### src/rtl/binary_4bit_sub.sv
// rtl/binary_4bit_sub.sv - registered ripple-carry subtractor computing a + ~b + 1
// Optional two's-complement overflow output enabled by macro BINARY_4BIT_SUB_OVF_EN.
module binary_4bit_sub #(
    parameter int WIDTH = 4
) (
    input  logic             clk,
    input  logic             rst_n,
    input  logic             in_valid,
    input  logic [WIDTH-1:0] a,
    input  logic [WIDTH-1:0] b,
    output logic [WIDTH-1:0] s,
    output logic             cout,
    output logic             out_valid
`ifdef BINARY_4BIT_SUB_OVF_EN
    ,
    output logic             ovf
`endif
);

    logic [WIDTH-1:0] nb;
    logic [WIDTH-1:0] diff;
    logic             carry_out;
    logic             carry;

    assign nb = ~b;

    // Full-adder chain, LSB first; carry-in of 1 completes the two's complement of b.
    always_comb begin
        diff  = '0;
        carry = 1'b1;
        for (int i = 0; i < WIDTH; i++) begin
            diff[i] = a[i] ^ nb[i] ^ carry;
            carry   = (a[i] & nb[i]) | (carry & (a[i] ^ nb[i]));
        end
        carry_out = carry;
    end

    always_ff @(posedge clk or negedge rst_n) begin
        if (!rst_n) begin
            s         <= '0;
            cout      <= 1'b0;
            out_valid <= 1'b0;
        end else begin
            out_valid <= in_valid;
            if (in_valid) begin
                s    <= diff;
                cout <= carry_out;
            end
        end
    end

`ifdef BINARY_4BIT_SUB_OVF_EN
    logic ovf_next;

    // Overflow only when operand signs differ and the result sign departs from a.
    assign ovf_next = (a[WIDTH-1] != b[WIDTH-1]) && (diff[WIDTH-1] != a[WIDTH-1]);

    always_ff @(posedge clk or negedge rst_n) begin
        if (!rst_n) begin
            ovf <= 1'b0;
        end else if (in_valid) begin
            ovf <= ovf_next;
        end
    end
`endif

endmodule

### config.mk
export PLATFORM = sky130hd
export DESIGN_NAME = binary_4bit_sub
export DESIGN_NICKNAME = d
export VERILOG_FILES = /design/src/rtl/binary_4bit_sub.sv
export SDC_FILE = /design/constraint.sdc
export NUM_CORES = 1
export LEC_CHECK = 0
export CAP_MARGIN = 20
export CORE_AREA = 2 2 39 41
export CTS_CLUSTER_SIZE = 25
export DETAILED_ROUTE_END_ITERATION = 12
export DIE_AREA = 0 0 41 43
export GPL_TIMING_DRIVEN = 0
export PLACE_DENSITY = 0.55
export SETUP_SLACK_MARGIN = 0.1
export SLEW_MARGIN = 0
export SYNTH_ARGS = -nofsm -noshare
export SYNTH_HDL_FRONTEND = slang
export SYNTH_SLANG_ARGS = --single-unit
### constraint.sdc
create_clock -name clk -period 0.9 [get_ports clk]
set_clock_uncertainty 0.1 [all_clocks]
set_input_delay 0.135 -clock clk [delete_from_list [all_inputs] [get_ports clk]]
set_output_delay 0.135 -clock clk [all_outputs]
set_load 0.02 [all_outputs]
==> qor.log, run 1 <==
[die] floorplan die width 41 µm
[global_route] number of global-route vias before repair 247
[critical_path] required time at the worst-slack endpoint 930 ps
[timing] tightest slew margin relative to the limit 81.42%
[final_layout] layout cells sized above 1 59.18%
[clock_tree] clock latency on the worst-skew pair 240 ps
[timing] Fmax achieved 0.5753 GHz
[place] gp weighted congestion 0.6448
[critical_path] category of the most critical setup path in2reg
[logic_synthesis] Mapped Area 332.8 µm²
[clock_tree] clock tree from TritonCTS yes
[routing] final wirelength 740 µm
[logic_synthesis] Unique masters post-synth 7
[status] violated checks negative setup slack
[routing] First-pass DRT Iterations 2
[status] run status finished, violations left
[critical_path] signal arrival time at the worst endpoint 1770 ps
[logic_synthesis] top cells by area in the synthesized netlist sky130_fd_sc_hd__dfrtp_1 45%, sky130_fd_sc_hd__fa_1 18%, sky130_fd_sc_hd__mux2_4 14%
[global_route] global router's overall resource usage 10.96%
[critical_path] Top delay family on crit path adder cells
[routing] count of routing violations after the opening detailed-route iteration 1
[die] core footprint 1384 µm²
[die] die span in y 43 µm
[timing] min setup slack post-route -838.3 ps
[logic_synthesis] synthesis warning total 0
[final_layout] layout overhead on the synthesized area 85.71%
[timing] Final Hold Vio Count 0
[final_layout] Post-Route Utilization 44.67%
[global_route] antenna violations before repair 0
[worst_hold_path] type of the worst min-delay path in2async
[die] ports placed on the boundary 17
[clock_tree] Max clock buf depth 2
[clock_tree] clock transition at the register clock pins on the worst setup and hold paths after CTS 50 ps
[die] Initial Util 24.05%
[logic_synthesis] leading area contributor after synthesis sky130_fd_sc_hd__dfrtp_1
[timing] transition time at the pin with the least slew margin 277.9 ps
[critical_path] Critical Path Slowest Stage Cell sky130_fd_sc_hd__fa_2
[power_and_ir_drop] internal cell power 697.1 µW
[critical_path] category of the worst setup path launch point input port
[global_route] pin count of the biggest net entering global routing 7
[routing] Routed wire per std cell 11.38 µm
[routing] via density per instance 3.892
[power_and_ir_drop] power density cells 1591 nW/µm²
[power_and_ir_drop] sw frac 29.12%
[critical_path] sequence of cells on the critical path buf_8 > inv_12 > ha_4 > inv_2 > fa_2 > inv_2 > fa_2 > inv_2 > fa_2 > mux2_4
[routing] total via count in the routed design 253
[power_and_ir_drop] Flop pwr share 35.7%
[clock_tree] Root Buffer sky130_fd_sc_hd__clkbuf_4
[power_and_ir_drop] Static Leakage 0.3050 nW
[critical_path] worst-path maximum fanout 1
[logic_synthesis] register bit total from synthesis 6
[power_and_ir_drop] worst vdd ir 0.6858 mV
[routing] antenna-violating nets left 0
[clock_tree] level count of the clock H-tree 1
[final_layout] layout net count 66
[clock_tree] number of buffers added by the clock tree synthesis step 3
[power_and_ir_drop] part of the power in the clock network 25.7%
[global_route] global-route wire length before repair 1173 µm
[timing] Tmin final 1738 ps
[final_layout] post-layout instance count excluding filler cells 65
[die] # rows 14
[timing] final max-slew violation count 0
[clock_tree] # clock sinks 6
[timing] Setup-failing EPs final 10
[place] setup slack at placement -1604 ps
[routing] DRC 0
[final_layout] diodes inserted 0
[critical_path] worst path bufs/invs 5
[logic_synthesis] number of nets produced by synthesis 40
[place] total placed cells including tap cells 57
[logic_synthesis] Avg Inst Size Synth 13.31 µm²
[power_and_ir_drop] switching power of the nets 286.3 µW
[place] estimated wirelength of the detail-placed design 534.2 µm
[job] Max-Cap Viols 0
[logic_synthesis] cell count after synthesis 25
[critical_path] slowest stage delay, CP 420 ps
[die] total die area 1763 µm²
[place] count of port buffers added during placement 16
[timing] final period utilization 193.1%
[critical_path] kind of end point of the critical path flop
[global_route] overflow left after global routing 0
[timing] unrepaired setup endpoints after global routing yes
[logic_synthesis] area share of the largest cell type after synthesis 45.11%
[logic_synthesis] register area share after synthesis 45.11%
[power_and_ir_drop] fraction of power consumed by combinational cells 38.6%
cells in the final DEF, fill, tap and decap left out:
cell type                         synthesis  routed
sky130_fd_sc_hd__inv_2                    0       4
sky130_fd_sc_hd__clkbuf_4                 0       3
sky130_fd_sc_hd__clkdlybuf4s50_1          0       5
sky130_fd_sc_hd__dfrtp_1                  6       6
sky130_fd_sc_hd__buf_8                    0       1
sky130_fd_sc_hd__ha_4                     0       1
sky130_fd_sc_hd__inv_1                    9       4
sky130_fd_sc_hd__mux2_4                   3       3
sky130_fd_sc_hd__buf_4                    0       5
sky130_fd_sc_hd__inv_12                   0       1
sky130_fd_sc_hd__fa_2                     0       3
sky130_fd_sc_hd__clkdlybuf4s15_1          0       2
sky130_fd_sc_hd__dlygate4sd2_1            0       1
sky130_fd_sc_hd__mux2i_1                  2       2
sky130_fd_sc_hd__buf_6                    1       8
per-stage QoR:
step | instance area [µm²] | setup TNS (ps) | hold WS [ps] | total power, mW
after floorplan | 365.4 | -2462 | -260.6 | 0.5057
after global placement | 545.5 | -7085 | 295.7 | 0.6678
after detailed placement | 545.5 | -7175 | 303.2 | 0.6740
after CTS | 601.8 | -2838 | 34.14 | 0.9745
after global routing | 618.1 | -3022 | 36.97 | 1.063
final | 618.1 | -2699 | 28.31 | 0.9835
registers in the layout, summed over array words and instances, names as in the netlist:
signal and flops:
out_valid 1, cout 1, s 4
cell families after synthesis:
group	count (synthesis)	synth area share, %
fa+ha+maj	4	21.80
buf+inv	10	13.53
flops	6	45.11
mux	5	19.55
path summary, 6_finish.rpt:
path,slack [ps],end,startpoint,cells past startpoint
setup / recovery,-840,s[3],a[0],10
hold / removal,30,out_valid,rst_n,1
setup reg to reg,-100,cout,cout,2
hold reg to reg,430,s[3],s[3],1
max in group asynchronous,450,s[0],rst_n,1
min in group clk,60,out_valid,in_valid,1
routing by layer:
metal / share of wire (%) / vias to the layer above / track usage (%)
met2: 58 / 12 / 17.19
met5: 0 / - / 0
li1: - / 119 / -
met1: 32 / 122 / 10.67
met4: 0 / 0 / 2.000
met3: 9.5 / 0 / 9.424
cells in the mapped netlist:
library cell,n
sky130_fd_sc_hd__dfrtp_1,6
sky130_fd_sc_hd__buf_6,1
sky130_fd_sc_hd__ha_1,1
sky130_fd_sc_hd__mux2_4,3
sky130_fd_sc_hd__mux2i_1,2
sky130_fd_sc_hd__inv_1,9
sky130_fd_sc_hd__fa_1,3
power groups by stage:
stage | logic [mW] | registers (mW) | clock network (mW)
after floorplan | 0.106 | 0.400 | 0
after detailed placement | 0.330 | 0.344 | 0
after global routing | 0.415 | 0.357 | 0.291
after global placement | 0.325 | 0.343 | 0
final | 0.380 | 0.351 | 0.253
after CTS | 0.360 | 0.349 | 0.266
repair_timing:
action	CTS	global route
pin swaps	4	3
endpoints found under the setup margin	11	10
hold buffers	0	0
resized for setup	53	1
buffers inserted	3	2
area by class of cell:
type | count | area (µm²)
well taps | 16 | 20.02
multi-input cells | 9 | 157.7
clock buffers | 3 | 22.52
fillers | 137 | 765.7
flip-flops and latches | 6 | 150.1
inverters | 9 | 46.29
repair buffers | 21 | 210.2
plain buffers | 1 | 11.26
No activity file was read; power rests on OpenSTA's default activity.
==> run 2: changes to the inputs <==
==> constraint.sdc (replaced) <==
create_clock -name clk -period 0.9 [get_ports clk]
set_clock_uncertainty 0.1 [all_clocks]
set_input_delay 0.18 -clock clk [delete_from_list [all_inputs] [get_ports clk]]
set_output_delay 0.18 -clock clk [all_outputs]
set_load 0.02 [all_outputs]
==> results of run 2 <==
The final DEF is identical to that of run 1. Status: finished, violations left: negative setup slack.
Among the figures that moved: setup slack after placement -1604 ps -> -1649 ps; setup slack after layout -838.3 ps -> -883.3 ps; setup TNS -2699 ps -> -3149 ps; hold slack 28.31 ps -> 73.31 ps
==> run 3: changes to the inputs <==
Settings changed: CTS_BUF_LIST set to sky130_fd_sc_hd__clkbuf_8.
==> run 3 against run 2 <==
Compared with the run above:
- the flow finishes with violations (negative hold slack, negative setup slack)
- register-to-register slack about the same
- non-clock buffer count stayed put
- power is 15% higher
- die area is the same
- via count is 2.4% higher
- combinational power about the same
- cell count unchanged
- global-route usage is 0.20 points higher
- core utilization up 1.1 points
- wire length is 1.9% higher
- cell area increased by 2.4%
- count of clock-buffer cells in the layout unchanged
- largest cell class unchanged
==> qor.log, run 3 (same netlist as run 1, synthesis figures left out) <==
[die] total die area 1763 µm² [unchanged]
[global_route] pin count of the biggest net entering global routing 7 [unchanged]
[job] Max-Cap Viols 0 [unchanged]
[clock_tree] Root Buffer sky130_fd_sc_hd__clkbuf_8
[power_and_ir_drop] Static Leakage 0.3116 nW [+2.2%]
[final_layout] layout overhead on the synthesized area 90.23%
[final_layout] layout cells sized above 1 61.22% [+2.0 points]
[routing] final wirelength 754 µm [+1.9%]
[timing] min setup slack post-route -909.2 ps
[power_and_ir_drop] total power 1.134 mW [+15%]
[critical_path] CP Launch Point a[0]
[power_and_ir_drop] power density cells 1791 nW/µm² [+13%]
[critical_path] Critical Path Slowest Stage Cell sky130_fd_sc_hd__fa_2
[global_route] global-route wire length before repair 1200 µm [+2.3%]
[final_layout] commonest non-fill, non-tap cell in the layout sky130_fd_sc_hd__buf_6
[routing] DRC 0 [unchanged]
[worst_hold_path] type of the worst min-delay path in2reg
[clock_tree] Max clock buf depth 2 [unchanged]
[final_layout] fillcell total 135 [-1.5%]
[final_layout] registers with the highest flip-flop counts s: 4 flops, cout: 1 flops, out_valid: 1 flops
[timing] final-layout worst hold slack -0.4920 ps
[clock_tree] clock tree from TritonCTS yes
[final_layout] Biggest register s
[final_layout] diodes inserted 0 [unchanged]
[timing] Fmax achieved 0.5527 GHz
[critical_path] launch instance of the worst register-to-register path cout
[clock_tree] level count of the clock H-tree 1 [unchanged]
[power_and_ir_drop] worst vdd ir 0.8404 mV [+23%]
[routing] via density per instance 3.985 [+2.4%]
[timing] final max-slew violation count 0 [unchanged]
[place] count of port buffers added during placement 16 [unchanged]
[timing] Setup TNS Final -3085 ps
[critical_path] worst path bufs/invs 5 [unchanged]
[critical_path] slowest stage delay, CP 420 ps [about the same]
[critical_path] Top delay family on crit path adder cells
[place] estimated wirelength of the detail-placed design 534.2 µm [unchanged]
[routing] total via count in the routed design 259 [+2.4%]
[timing] tightest slew margin relative to the limit 81.40% [about the same]
[routing] count of routing violations after the opening detailed-route iteration 3 [+2]
[status] run status finished, violations left
[final_layout] combined flip-flop and latch cell area 150.1 µm² [unchanged]
[timing] Tmin final 1809 ps
[routing] antenna-violating nets left 0 [unchanged]
[die] floorplan die width 41 µm [unchanged]
[clock_tree] clock transition at the register clock pins on the worst setup and hold paths after CTS 40 ps [about the same]
[routing] First-pass DRT Iterations 4 [+2]
[timing] unrepaired setup endpoints after global routing yes
[routing] Routed wire per std cell 11.60 µm [+1.9%]
[critical_path] required time at the worst-slack endpoint 910 ps [-20 ps]
[die] ports placed on the boundary 17 [unchanged]
[critical_path] kind of end point of the critical path flop
[critical_path] category of the most critical setup path in2reg
[clock_tree] # clock sinks 6 [unchanged]
[critical_path] sequence of cells on the critical path buf_8 > inv_12 > ha_4 > inv_2 > fa_2 > inv_2 > fa_2 > inv_2 > fa_2 > mux2_4
[global_route] overflow left after global routing 0 [unchanged]
[global_route] antenna violations before repair 0 [unchanged]
[final_layout] Post-Route Utilization 45.75% [+1.1 points]
[critical_path] worst-path maximum fanout 1 [unchanged]
[final_layout] layout net count 66 [unchanged]
[timing] Setup-failing EPs final 10 [unchanged]
[worst_hold_path] Worst Min Path Start in_valid
[clock_tree] number of buffers added by the clock tree synthesis step 3 [unchanged]
[critical_path] signal arrival time at the worst endpoint 1810 ps
[clock_tree] clock latency on the worst-skew pair 220 ps [-20 ps]
[status] violated checks negative hold slack, negative setup slack
[die] Initial Util 24.05% [unchanged]
[die] die span in y 43 µm [unchanged]
[timing] Final Hold Vio Count 1 [+1]
[die] core footprint 1384 µm² [unchanged]
[clock_tree] number of buffers inserted for hold repair after clock tree synthesis 0 [unchanged]
[die] # rows 14 [unchanged]
[final_layout] most frequent cells in the layout 8 x sky130_fd_sc_hd__buf_6, 6 x sky130_fd_sc_hd__dfrtp_1, 5 x sky130_fd_sc_hd__clkdlybuf4s50_1, 5 x sky130_fd_sc_hd__buf_4
[global_route] number of global-route vias before repair 260 [+5.3%]
[final_layout] number of flip-flops in the largest register 4 [unchanged]
[global_route] global router's overall resource usage 11.17% [+0.20 points]
[critical_path] category of the worst setup path launch point input port
[timing] transition time at the pin with the least slew margin 278.2 ps [+0.2849 ps]
[final_layout] multi-input gate area in the final layout 157.7 µm² [unchanged]
[place] gp weighted congestion 0.6448 [unchanged]
[timing] final period utilization 201.0%
==> run 3: cell types whose count changed in the layout (fill, tap and decap cells not counted), sizes merged <==
cell	previous run	this run
clkbuf	3	4
dlygate4sd2	1	0
==> run 3: timing repair <==
action                     4_1_cts  5_1_grt
hold endpoints to repair         0        1
pin swaps                        4        3
setup endpoints to repair       11       11
setup buffers                    3        2
gates resized for setup         54        2
==> run 3: power breakdown <==
group / internal, mW / total (mW) / switching [mW]
Sequential: 0.317 / 0.352 / 0.0345
Clock: 0.287 / 0.404 / 0.116
Combinational: 0.229 / 0.379 / 0.150
==> run 3: final cells by class <==
class,instances,share of cell area (%)
well taps,16,3.162
plain buffers,1,1.779
multi-input cells,9,24.90
inverters,9,7.312
flip-flops and latches,6,23.72
clock buffers,3,6.522
repair buffers,21,32.61
==> run 3: per-layer routing <==
layer,vias up,part of all wire (%),global-route usage [%]
met1,128,31,10.33
met4,0,0,2.000
met2,11,59,18.13
li1,120,-,-
met3,0,9.5,9.424
met5,-,0,0
==> run 3: worst paths after layout <==
| kind | end | cells past startpoint | slack (ps) |
|---|---|---|---|
| setup / recovery | s[3] | 10 | -910 |
| hold / removal | out_valid | 1 | -0.5 |
| setup reg to reg | cout | 2 | -100 |
| hold reg to reg | s[3] | 1 | 430 |
| max in group asynchronous | s[0] | 1 | 380 |
| min in group asynchronous | out_valid | 1 | 100 |
==> run 3: through the flow <==
| step | area (µm²) | setup WS (ps) | cells |
|---|---|---|---|
| 4_1_cts | 621.8 | -914.0 | 63 |
| 3_3_place_gp | 545.5 | -1633 | 57 |
| 3_5_place_dp | 545.5 | -1649 | 57 |
| 5_1_grt | 633.1 | -953.3 | 65 |
| 2_1_floorplan | 365.4 | -943.5 | 25 |
| 6_report | 633.1 | -909.2 | 65 |
==> run 3: worst reg2reg max path: cells and delay by family, from the launching register on <==
kind                   cells  cell delay [ps]
buffers and inverters      1              140
DFF                        1              390
muxes                      1              260
